==> src/rtl/sram_1r1w_adapter_pkg.sv <==
// -----------------------------------------------------------------------------
// sram_adapter_pkg
// Shared types and constants for the 1R1W SRAM front-end.
//   state_e  : adapter FSM states (INIT = zero-fill sweep, RUN = normal traffic)
//   BE_W     : byte-enable width for the default 64-bit macro word
//   be_width : byte-enable width for an arbitrary data width
// -----------------------------------------------------------------------------
package sram_adapter_pkg;

   typedef enum logic {
      INIT = 1'b0,
      RUN  = 1'b1
   } state_e;

   localparam int DEFAULT_DATA_W = 64;
   localparam int BE_W           = DEFAULT_DATA_W / 8;

   function automatic int be_width(input int data_w);
      return data_w / 8;
   endfunction

endpackage

==> src/rtl/sram_1r1w_adapter_if.sv <==
// -----------------------------------------------------------------------------
// sram_1r1w_adapter_if
// Request/response bus of the SRAM adapter.
//
// Handshake: a beat transfers on a rising clock edge where valid && ready.
// The source holds valid and its payload stable until that edge; ready may
// depend combinationally on the payload, valid may not depend on ready.
//
//   req_valid / req_ready : request handshake (master -> adapter)
//   req_we                : 1 = write, 0 = read
//   req_addr              : word address
//   req_wdata / req_be    : write data and byte enables
//   rsp_valid / rsp_ready : read response handshake (adapter -> master)
//   rsp_rdata             : read data
// -----------------------------------------------------------------------------
interface sram_1r1w_adapter_if #(
   parameter int ADDR_W = 9,
   parameter int DATA_W = 64
);
   logic                  req_valid;
   logic                  req_ready;
   logic                  req_we;
   logic [ADDR_W-1:0]     req_addr;
   logic [DATA_W-1:0]     req_wdata;
   logic [DATA_W/8-1:0]   req_be;
   logic                  rsp_valid;
   logic                  rsp_ready;
   logic [DATA_W-1:0]     rsp_rdata;

   modport master (
      output req_valid, req_we, req_addr, req_wdata, req_be, rsp_ready,
      input  req_ready, rsp_valid, rsp_rdata
   );

   modport slave (
      input  req_valid, req_we, req_addr, req_wdata, req_be, rsp_ready,
      output req_ready, rsp_valid, rsp_rdata
   );
endinterface

==> src/rtl/sram_1r1w_adapter_rsp_fifo.sv <==
// -----------------------------------------------------------------------------
// sram_rsp_fifo
// Synchronous register-based FIFO holding read responses.
//   clk_i, rst_ni : clock, synchronous active-low reset (clears pointers/count)
//   push_i/data_i : write one entry (caller guarantees the FIFO is not full)
//   pop_i         : remove the head entry when valid_o is high
//   valid_o       : FIFO not empty
//   data_o        : head entry, read straight from storage registers
//   count_o       : number of stored entries
// -----------------------------------------------------------------------------
module sram_rsp_fifo #(
   parameter  int DEPTH = 2,
   parameter  int WIDTH = 64,
   localparam int PTR_W = $clog2(DEPTH),
   localparam int CNT_W = $clog2(DEPTH + 1)
) (
   input  logic             clk_i,
   input  logic             rst_ni,
   input  logic             push_i,
   input  logic [WIDTH-1:0] data_i,
   input  logic             pop_i,
   output logic             valid_o,
   output logic [WIDTH-1:0] data_o,
   output logic [CNT_W-1:0] count_o
);

   logic [WIDTH-1:0] mem_q [DEPTH];
   logic [PTR_W-1:0] wr_ptr_q, wr_ptr_d;
   logic [PTR_W-1:0] rd_ptr_q, rd_ptr_d;
   logic [CNT_W-1:0] count_q, count_d;
   logic             do_pop;

   // Pointers wrap at DEPTH, which need not be a power of two.
   function automatic logic [PTR_W-1:0] ptr_inc(input logic [PTR_W-1:0] p);
      return (p == PTR_W'(DEPTH - 1)) ? '0 : p + PTR_W'(1);
   endfunction

   assign do_pop  = pop_i && (count_q != '0);
   assign valid_o = (count_q != '0);
   assign data_o  = mem_q[rd_ptr_q];
   assign count_o = count_q;

   always_comb begin
      wr_ptr_d = wr_ptr_q;
      rd_ptr_d = rd_ptr_q;
      count_d  = count_q;
      if (push_i) begin
         wr_ptr_d = ptr_inc(wr_ptr_q);
      end
      if (do_pop) begin
         rd_ptr_d = ptr_inc(rd_ptr_q);
      end
      case ({push_i, do_pop})
         2'b10:   count_d = count_q + CNT_W'(1);
         2'b01:   count_d = count_q - CNT_W'(1);
         default: count_d = count_q;
      endcase
   end

   always_ff @(posedge clk_i) begin
      if (!rst_ni) begin
         wr_ptr_q <= '0;
         rd_ptr_q <= '0;
         count_q  <= '0;
      end else begin
         wr_ptr_q <= wr_ptr_d;
         rd_ptr_q <= rd_ptr_d;
         count_q  <= count_d;
      end
   end

   // Storage needs no reset: entries are only visible once counted.
   always_ff @(posedge clk_i) begin
      if (push_i) begin
         mem_q[wr_ptr_q] <= data_i;
      end
   end

`ifndef SYNTHESIS
   no_push_when_full_a: assert property (@(posedge clk_i) disable iff (!rst_ni)
      push_i |-> (count_q != CNT_W'(DEPTH)));
`endif

endmodule

==> src/rtl/sram_1r1w_adapter.sv <==
// -----------------------------------------------------------------------------
// sram_1r1w_adapter
// Front-end for a 1R1W SRAM macro with 1-cycle read latency and byte mask.
// Splits one request stream into the macro's write and read ports, captures
// read data into a response FIFO and optionally zero-fills the array after
// reset.
//   clk_i, rst_ni    : clock (also the macro clock), sync active-low reset
//   bus (slave)      : request/response handshake bus
//   init_done_o      : high once the zero-fill sweep has finished
//   sram_w_*_o       : macro write port (en, addr, data, mask)
//   sram_r_en_o/addr : macro read port controls
//   sram_r_data_i    : macro read data for the address registered last cycle
//   dbg_state_o      : current FSM state
// -----------------------------------------------------------------------------
module sram_1r1w_adapter
   import sram_adapter_pkg::*;
#(
   parameter  int ADDR_W    = 9,
   parameter  int DATA_W    = 64,
   parameter  int RSP_DEPTH = 2,
   parameter  int INIT_ZERO = 1,
   localparam int BEW       = be_width(DATA_W)
) (
   input  logic                clk_i,
   input  logic                rst_ni,
   sram_1r1w_adapter_if.slave  bus,
   output logic                init_done_o,
   output logic                sram_w_en_o,
   output logic [ADDR_W-1:0]   sram_w_addr_o,
   output logic [DATA_W-1:0]   sram_w_data_o,
   output logic [BEW-1:0]      sram_w_mask_o,
   output logic                sram_r_en_o,
   output logic [ADDR_W-1:0]   sram_r_addr_o,
   input  logic [DATA_W-1:0]   sram_r_data_i,
   output state_e              dbg_state_o
);

   localparam int     CNT_W       = $clog2(RSP_DEPTH + 1);
   localparam state_e RESET_STATE = (INIT_ZERO != 0) ? INIT : RUN;

   state_e            state_q, state_d;
   logic [ADDR_W-1:0] cnt_q, cnt_d;
   logic              rd_pend_q, rd_pend_d;
   logic [CNT_W-1:0]  fifo_count;
   logic [CNT_W:0]    inflight;
   logic              credit_ok;
   logic              req_ready;
   logic              fire;
   logic              rsp_pop;

   // A read is only accepted when a FIFO slot is guaranteed for it, counting
   // the read already in flight in the macro.
   assign inflight  = {1'b0, fifo_count} + {{CNT_W{1'b0}}, rd_pend_q};
   assign credit_ok = (inflight < (CNT_W + 1)'(RSP_DEPTH));
   assign rsp_pop   = bus.rsp_valid && bus.rsp_ready;

   assign bus.req_ready = req_ready;
   assign dbg_state_o   = state_q;

   always_comb begin
      state_d       = state_q;
      cnt_d         = cnt_q;
      rd_pend_d     = 1'b0;
      req_ready     = 1'b0;
      fire          = 1'b0;
      init_done_o   = 1'b0;
      sram_w_en_o   = 1'b0;
      sram_w_addr_o = bus.req_addr;
      sram_w_data_o = bus.req_wdata;
      sram_w_mask_o = bus.req_be;
      sram_r_en_o   = 1'b0;
      sram_r_addr_o = bus.req_addr;

      case (state_q)
         INIT: begin
            // Suppressed while reset is held so the sweep begins cleanly.
            sram_w_en_o   = rst_ni;
            sram_w_addr_o = cnt_q;
            sram_w_data_o = '0;
            sram_w_mask_o = '1;
            if (cnt_q == '1) begin
               state_d = RUN;
            end else begin
               cnt_d = cnt_q + ADDR_W'(1);
            end
         end
         RUN: begin
            init_done_o = 1'b1;
            req_ready   = bus.req_we ? 1'b1 : credit_ok;
            fire        = bus.req_valid && req_ready && rst_ni;
            sram_w_en_o = fire && bus.req_we;
            sram_r_en_o = fire && !bus.req_we;
            rd_pend_d   = sram_r_en_o;
         end
         default: begin
            state_d = RESET_STATE;
         end
      endcase
   end

   always_ff @(posedge clk_i) begin
      if (!rst_ni) begin
         state_q   <= RESET_STATE;
         cnt_q     <= '0;
         rd_pend_q <= 1'b0;
      end else begin
         state_q   <= state_d;
         cnt_q     <= cnt_d;
         rd_pend_q <= rd_pend_d;
      end
   end

   // The macro output is only valid for one cycle, so the pending read is
   // captured unconditionally; the credit check makes room beforehand.
   sram_rsp_fifo #(
      .DEPTH (RSP_DEPTH),
      .WIDTH (DATA_W)
   ) u_rsp_fifo (
      .clk_i   (clk_i),
      .rst_ni  (rst_ni),
      .push_i  (rd_pend_q),
      .data_i  (sram_r_data_i),
      .pop_i   (rsp_pop),
      .valid_o (bus.rsp_valid),
      .data_o  (bus.rsp_rdata),
      .count_o (fifo_count)
   );

`ifndef SYNTHESIS
   req_stable_a: assert property (@(posedge clk_i) disable iff (!rst_ni)
      (bus.req_valid && !bus.req_ready) |=>
         (bus.req_valid && $stable(bus.req_we) && $stable(bus.req_addr) &&
          $stable(bus.req_wdata) && $stable(bus.req_be)));
`endif

endmodule

==> src/flat_wrapper.sv <==
// flat-port wrapper written by rule: the top's interface ports become plain ports
module sram_1r1w_adapter_flat import sram_adapter_pkg::*;
#(
   parameter  int ADDR_W    = 9,
   parameter  int DATA_W    = 64,
   parameter  int RSP_DEPTH = 2,
   parameter  int INIT_ZERO = 1,
   localparam int BEW       = be_width(DATA_W)
)
  (clk_i, rst_ni, init_done_o, sram_w_en_o, sram_w_addr_o, sram_w_data_o, sram_w_mask_o, sram_r_en_o, sram_r_addr_o, sram_r_data_i, dbg_state_o, bus_req_valid, bus_req_we, bus_req_addr, bus_req_wdata, bus_req_be, bus_rsp_ready, bus_req_ready, bus_rsp_valid, bus_rsp_rdata);
  sram_1r1w_adapter_if #(.ADDR_W(ADDR_W), .DATA_W(DATA_W)) bus_i ();
  input  logic clk_i;
  input  logic rst_ni;
  output logic init_done_o;
  output logic sram_w_en_o;
  output logic [ADDR_W-1:0] sram_w_addr_o;
  output logic [DATA_W-1:0] sram_w_data_o;
  output logic [BEW-1:0] sram_w_mask_o;
  output logic sram_r_en_o;
  output logic [ADDR_W-1:0] sram_r_addr_o;
  input  logic [DATA_W-1:0] sram_r_data_i;
  output state_e dbg_state_o;
  input wire logic [$bits(bus_i.req_valid)-1:0] bus_req_valid;
  input wire logic [$bits(bus_i.req_we)-1:0] bus_req_we;
  input wire logic [$bits(bus_i.req_addr)-1:0] bus_req_addr;
  input wire logic [$bits(bus_i.req_wdata)-1:0] bus_req_wdata;
  input wire logic [$bits(bus_i.req_be)-1:0] bus_req_be;
  input wire logic [$bits(bus_i.rsp_ready)-1:0] bus_rsp_ready;
  output wire logic [$bits(bus_i.req_ready)-1:0] bus_req_ready;
  output wire logic [$bits(bus_i.rsp_valid)-1:0] bus_rsp_valid;
  output wire logic [$bits(bus_i.rsp_rdata)-1:0] bus_rsp_rdata;
  assign bus_i.req_valid = bus_req_valid;
  assign bus_i.req_we = bus_req_we;
  assign bus_i.req_addr = bus_req_addr;
  assign bus_i.req_wdata = bus_req_wdata;
  assign bus_i.req_be = bus_req_be;
  assign bus_i.rsp_ready = bus_rsp_ready;
  assign bus_req_ready = bus_i.req_ready;
  assign bus_rsp_valid = bus_i.rsp_valid;
  assign bus_rsp_rdata = bus_i.rsp_rdata;
  sram_1r1w_adapter #(.ADDR_W(ADDR_W), .DATA_W(DATA_W), .RSP_DEPTH(RSP_DEPTH), .INIT_ZERO(INIT_ZERO)) u_core (.clk_i(clk_i), .rst_ni(rst_ni), .bus(bus_i), .init_done_o(init_done_o), .sram_w_en_o(sram_w_en_o), .sram_w_addr_o(sram_w_addr_o), .sram_w_data_o(sram_w_data_o), .sram_w_mask_o(sram_w_mask_o), .sram_r_en_o(sram_r_en_o), .sram_r_addr_o(sram_r_addr_o), .sram_r_data_i(sram_r_data_i), .dbg_state_o(dbg_state_o));
endmodule
==> config.mk <==
export PLATFORM = sky130hd
export DESIGN_NAME = sram_1r1w_adapter_flat
export DESIGN_NICKNAME = d
export VERILOG_FILES = /design/src/rtl/sram_1r1w_adapter_pkg.sv /design/src/rtl/sram_1r1w_adapter_if.sv /design/src/rtl/sram_1r1w_adapter_rsp_fifo.sv /design/src/rtl/sram_1r1w_adapter.sv /design/src/flat_wrapper.sv
export SDC_FILE = /design/constraint.sdc
export NUM_CORES = 1
export LEC_CHECK = 0
export CORE_MARGIN = 1.5
export CORE_UTILIZATION = 40
export CTS_CLUSTER_DIAMETER = 120
export CTS_CLUSTER_SIZE = 12
export DETAILED_ROUTE_END_ITERATION = 6
export HOLD_SLACK_MARGIN = 0.02
export PLACE_DENSITY = 0.78
export SETUP_SLACK_MARGIN = 0.02
export SLEW_MARGIN = 20
export SYNTH_ARGS = -nofsm -noshare
export SYNTH_HDL_FRONTEND = slang
export SYNTH_HIERARCHICAL = 1
export SYNTH_SLANG_ARGS = --single-unit
==> constraint.sdc <==
create_clock -name clk_i -period 4.98 [get_ports clk_i]
set_input_delay 0.747 -clock clk_i [delete_from_list [all_inputs] [get_ports clk_i]]
set_output_delay 0.747 -clock clk_i [all_outputs]
set_load 0.01 [all_outputs]
---- After elaboration in Yosys (flattened, before gate mapping) ----
Memories as Yosys holds them, arrays and structs flattened. A register that Yosys moved wholly into a read port is not among the register bits.
Index checks and enable logic that the tools add are counted.
word-level totals
  flip-flop bits (word level) ............. 15
  latch bits .............................. 0
  memory bits (writable) .................. 128
  bits in read-only memories .............. 0
  input bits .............................. 150
  memories kept ........................... 1
memories
  name                     words  bits a word  rd ports  clocked after Yosys merged registers in  write ports  RTL line                          RTL
  u_core.u_rsp_fifo.mem_q  2      64           1         1                                        1            sram_1r1w_adapter_rsp_fifo.sv:27  logic [WIDTH-1:0] mem_q [DEPTH];
cells by class
  add/subtract/negate cells ............... 6
  multipliers ............................. 0
  divide/modulo/power cells ............... 0
  $lt $le $gt $ge ......................... 1
  equal/unequal tests ..................... 3
  shifts and indexed selects .............. 0
  mux-type cells .......................... 17
  bitwise logic cells ..................... 2
  reduce and logical (&&, ||, !) cells .... 10
operator list
  cell                                                  number
  two-way mux 64 bit                                    1
  two-way mux 1 bit                                     12
  adder 9 x 1 -> 9 bit (second input constant)          1
  equality test 9 bit (second input constant)           1
  two-way mux 9 bit                                     1
  two-way mux 8 bit                                     1
  logical AND 1 bit                                     6
  case mux 2 bit (2 select lines)                       1
  nonzero test 2 bit                                    2
  adder 2 x 1 -> 3 bit                                  1
  < comparator 3 x 2 -> 1 bit (second input constant)   1
  adder 1 bit (second input constant)                   2
  adder 2 x 1 -> 2 bit (second input constant)          1
  equality test 2 x 1 -> 1 bit (second input constant)  1
  equality test 2 bit (second input constant)           1
  inverter 1 bit                                        2
  case mux 1 bit (2 select lines)                       1
  AND reduction 2 bit                                   1
  subtractor 2 x 1 -> 2 bit (second input constant)     1
  zero test 1 bit                                       1

---- Logic depth before layout (Yosys ltp) ----
  depth after elaboration ................. 7
  mapped depth ............................ 8
  mapped depth without buffers ............ 7

---- Cells and area by module ----
Netlist, hierarchy kept.
modules (own cells, without submodules)
  module             instances  cells an instance  area each (sq um)
  sram_rsp_fifo      1          221                4832.1
  sram_1r1w_adapter  1          161                1173.6

---- Least setup slack after synthesis ----
OpenSTA, ideal clock, no wires.
  path kind ............................... register to register
  start point ............................. register u_core.rd_pend_q
  end point ............................... memory u_core.u_rsp_fifo.mem_q[0][0], enable pin
  library setup time ...................... 0.488 ns
  arrival time ............................ 3.119 ns
  required time ........................... 4.492 ns
  slack ................................... 1.373 ns
  cell stages (with the launch flop) ...... 3
  buffers on the path ..................... 0
  clock period less this slack ............ 3.607 ns
  cells stage by stage .................... dfxtp_1 > inv_1 > nor2_1
between the ends
  cells in the longest elaborated chain, start to end .. 2
RTL lines
  what                                     RTL line                          RTL
  from (decl)                              sram_1r1w_adapter.sv:43           logic rd_pend_q, rd_pend_d;
  from (signal assigned)                   sram_1r1w_adapter.sv:109          rd_pend_q <= rd_pend_d;
  two-way mux 1 bit                        sram_1r1w_adapter_rsp_fifo.sv:74  if (push_i) begin
  two-way mux 1 bit (implied by the code)  sram_1r1w_adapter_rsp_fifo.sv:75  mem_q[wr_ptr_q] <= data_i;
  to (decl)                                sram_1r1w_adapter_rsp_fifo.sv:27
Every way passes these cells.

==> results.tsv <==
stage	metric	value	unit
critical_path	slowest_delay	0.87	ns
critical_path	crit_buf_inv	2	
cells_and_area	final_cell_area	9820	um2
cells_and_area	final_layout_size_suffix_gt1_share	16.0	%
floorplanning	num_rows	44	
logic_synthesis	synthFlopType	edfxtp_1	
placement	dpl.hpwl	12900	um
pwr	power	0.00274	W
clock_network	insertion_delay	0.41	ns
cells_and_area	fin_nets	839	
logic_synthesis	synth-async-reset-ratio	0	%
sta	final.min_clock_period	3.43	ns
logic_synthesis	synth.top_cell.area_share	64.0	%
critical_path	cp_top_family	buffers and inverters	
detailed_routing	first_pass_iters	4	
clock_network	cts_made_buffers	17	
sta	holdWs	0.505	ns
critical_path	cp-start-kind	flip-flop	
clock_network	clk_path_buf_depth	2	
detailed_routing	vias	4259	
sta	fmax	291	MHz
sta	setup_tns	0	ns
sta	fin_crit_sh	68.9	%
grt	grt_pass1_wl	25200	um
grt	grt_pass1_vias	4521	
floorplanning	die_y	126	um
pwr	max-vdd-ir-drop	218	uV
grt	antenna_found_initial	0	
detailed_routing	post_drt_wl_per_cell	18.9	um
logic_synthesis	synth_area	6010	um2
grt	grt-ovfl-total	0	
logic_synthesis	ys_top_cells_by_area	edfxtp_1 (64%), mux2_2 (14%), and2_1 (7.0%), dfxtp_1 (5.3%), buf_4 (2.0%)	
critical_path	crit_required	4.23	ns
critical_path	end_kind	output pin	
critical_path	rr_startpoint	u_core/cnt_q[0]	
clock_network	clk_pin_slew	0.06	ns
clock_network	cts_resized	0	
placement	routabilityCongestion	0.960	
sta	setup_viol	0	
sta	worst_slew_pin_slew	0.906	ns
logic_synthesis	ys_warn_count	6	
critical_path	crit_chain	buf_4, mux2_2, clkdlybuf4s50_1	
run	maxCapViolCount	0	
detailed_routing	viasPerCell	4.82	
sta	maxSlewHeadroom	39.6	%
logic_synthesis	yosysMostFrequentCell	edfxtp_1	
floorplanning	die_w	126	um
clock_network	htree_num_levels	4	
critical_path	critical_path_class	flip-flop to output pin	
detailed_routing	ant_nets	0	
cells_and_area	insertedDiodeCount	0	
clock_network	cts_tree	built	
floorplanning	initial_utilization	41.2	%
logic_synthesis	synth_commonest_cells	edfxtp_1 (128), mux2_2 (72), and2_1 (67)	
critical_path	slowest_stage	dfxtp_2	
clock_network	hold_buffers	0	
floorplanning	dieArea	15800	um2
logic_synthesis	netlist.top_cell.by_area	edfxtp_1	
placement	port_buffers	309	
logic_synthesis	ys_types	28	
worst_hold_path	min-delay-start	u_core/cnt_q[7]	
worst_hold_path	hp-class	flip-flop to flip-flop	
sta	skew	0.00820	ns
grt	grt_start_max_net_pins	90	
pwr	p_leak	3.36	nW
logic_synthesis	synth_cells	382	
detailed_routing	post-route-drc-count	0	
floorplanning	core	14600	um2
critical_path	cp_max_fo	33	
clock_network	clock-root-buffer	clkbuf_16	
detailed_routing	drt_wl_total	16700	um
sta	hold_viol	0	
logic_synthesis	synthesis.nets	535	
sta	drv_slew	0	
logic_synthesis	synth_seq_cells	144	
detailed_routing	drt_iter0_markers	262	
logic_synthesis	synth_edf_count	128	
clock_network	cts_setup_buffers	0	
logic_synthesis	ys_seq_area_share	69.3	%
sta	rsz0062_at_grt	false	
floorplanning	ioPinCount	310	
cells_and_area	fin_util	67.3	%
grt	grt_usage	21.2	%
pwr	p_per_area	279	nW/um2
cells_and_area	syn2layout_area_growth	63.4	%
clock_network	numClockSinks	144	
critical_path	worstPathArrival	2.69	ns
logic_synthesis	syn_area_per_cell	15.7	um2
status	status	finished clean	
placement	placed_area	9220	um2
registers in the layout (all words and copies together) (netlist names), named ones only:
register,flops
u_core/u_rsp_fifo/rd_ptr_q,1
u_core/rd_pend_q,1
u_core/dbg_state_o,1
u_core/u_rsp_fifo/mem_q,128
u_core/u_rsp_fifo/count_o,2
u_core/cnt_q,9
u_core/u_rsp_fifo/wr_ptr_q,1
layout by cell type, fill, tap and decap left out, types with 4 or more instances in the layout:
cell type        instances
or4_1                    4
a21oi_1                  9
dfxtp_1                 14
inv_6                    5
clkdlybuf4s50_1        309
nor2_1                   5
mux2_2                  72
clkbuf_16               17
clkinvlp_4               4
nand2_1                  8
nand2b_1                 8
o31ai_1                  4
edfxtp_1               128
xnor2_1                  5
and2_1                  66
power breakdown:
part | leakage (nW) | switching (W) | internal, W
clock | 0.281 | 0.000512 | 0.000753
combinational | 1.80 | 0.0000360 | 0.000117
sequential | 1.28 | 0.00000304 | 0.00131
total | 3.36 | 0.000551 | 0.00218
worst min-delay path, delay by kind of cell, from the launching register on:
| family | cells | cell delay (ns) |
|---|---|---|
| flops | 1 | 0.33 |
| compound gates | 2 | 0.13 |
layout make-up:
cell class	instances	area [um2]
fillers	1051	4770
flip-flops and latches	144	4170
repair buffers	313	3140
multi-input cells	207	1670
clock buffers	17	425
well taps	184	230
clock inverters	15	171
inverters	3	11.3
final timing paths:
| check | endpoint | depth (start not counted) | slack [ns] |
|---|---|---|---|
| setup / recovery | bus_rsp_rdata[24] | 3 | 1.55 |
| hold reg to reg | u_core/cnt_q[7] | 2 | 0.51 |
| setup reg to reg | u_core/cnt_q[7] | 7 | 2.95 |
| hold / removal | u_core/cnt_q[7] | 2 | 0.51 |
layer usage:
metal | part of all wire [%] | track usage, %
met1 | 36 | 22.5
met2 | 55 | 39.4
met3 | 8.1 | 7.62
met4 | 1.4 | 5.95
met5 | 0 | 0
through the flow:
step | std cells | setup WS [ns]
2_1_floorplan | 382 | 1.37
3_3_place_gp | 850 | 1.96
3_5_place_dp | 851 | 1.91
4_1_cts | 883 | 1.48
5_1_grt | 883 | 1.38
6_report | 883 | 1.55
cells by family after synthesis:
family / Yosys count / share of synthesized area, %
flip-flops: 144 / 69.3
AND/OR/NAND/NOR: 107 / 10.7
multiplexers: 72 / 13.5
buffers and inverters: 31 / 3.08
AO/OA/AOI/OAI: 20 / 2.00
XOR/XNOR: 5 / 0.729
adder cells (fa/ha/maj): 3 / 0.625
No activity file was read; power rests on OpenSTA's default activity.
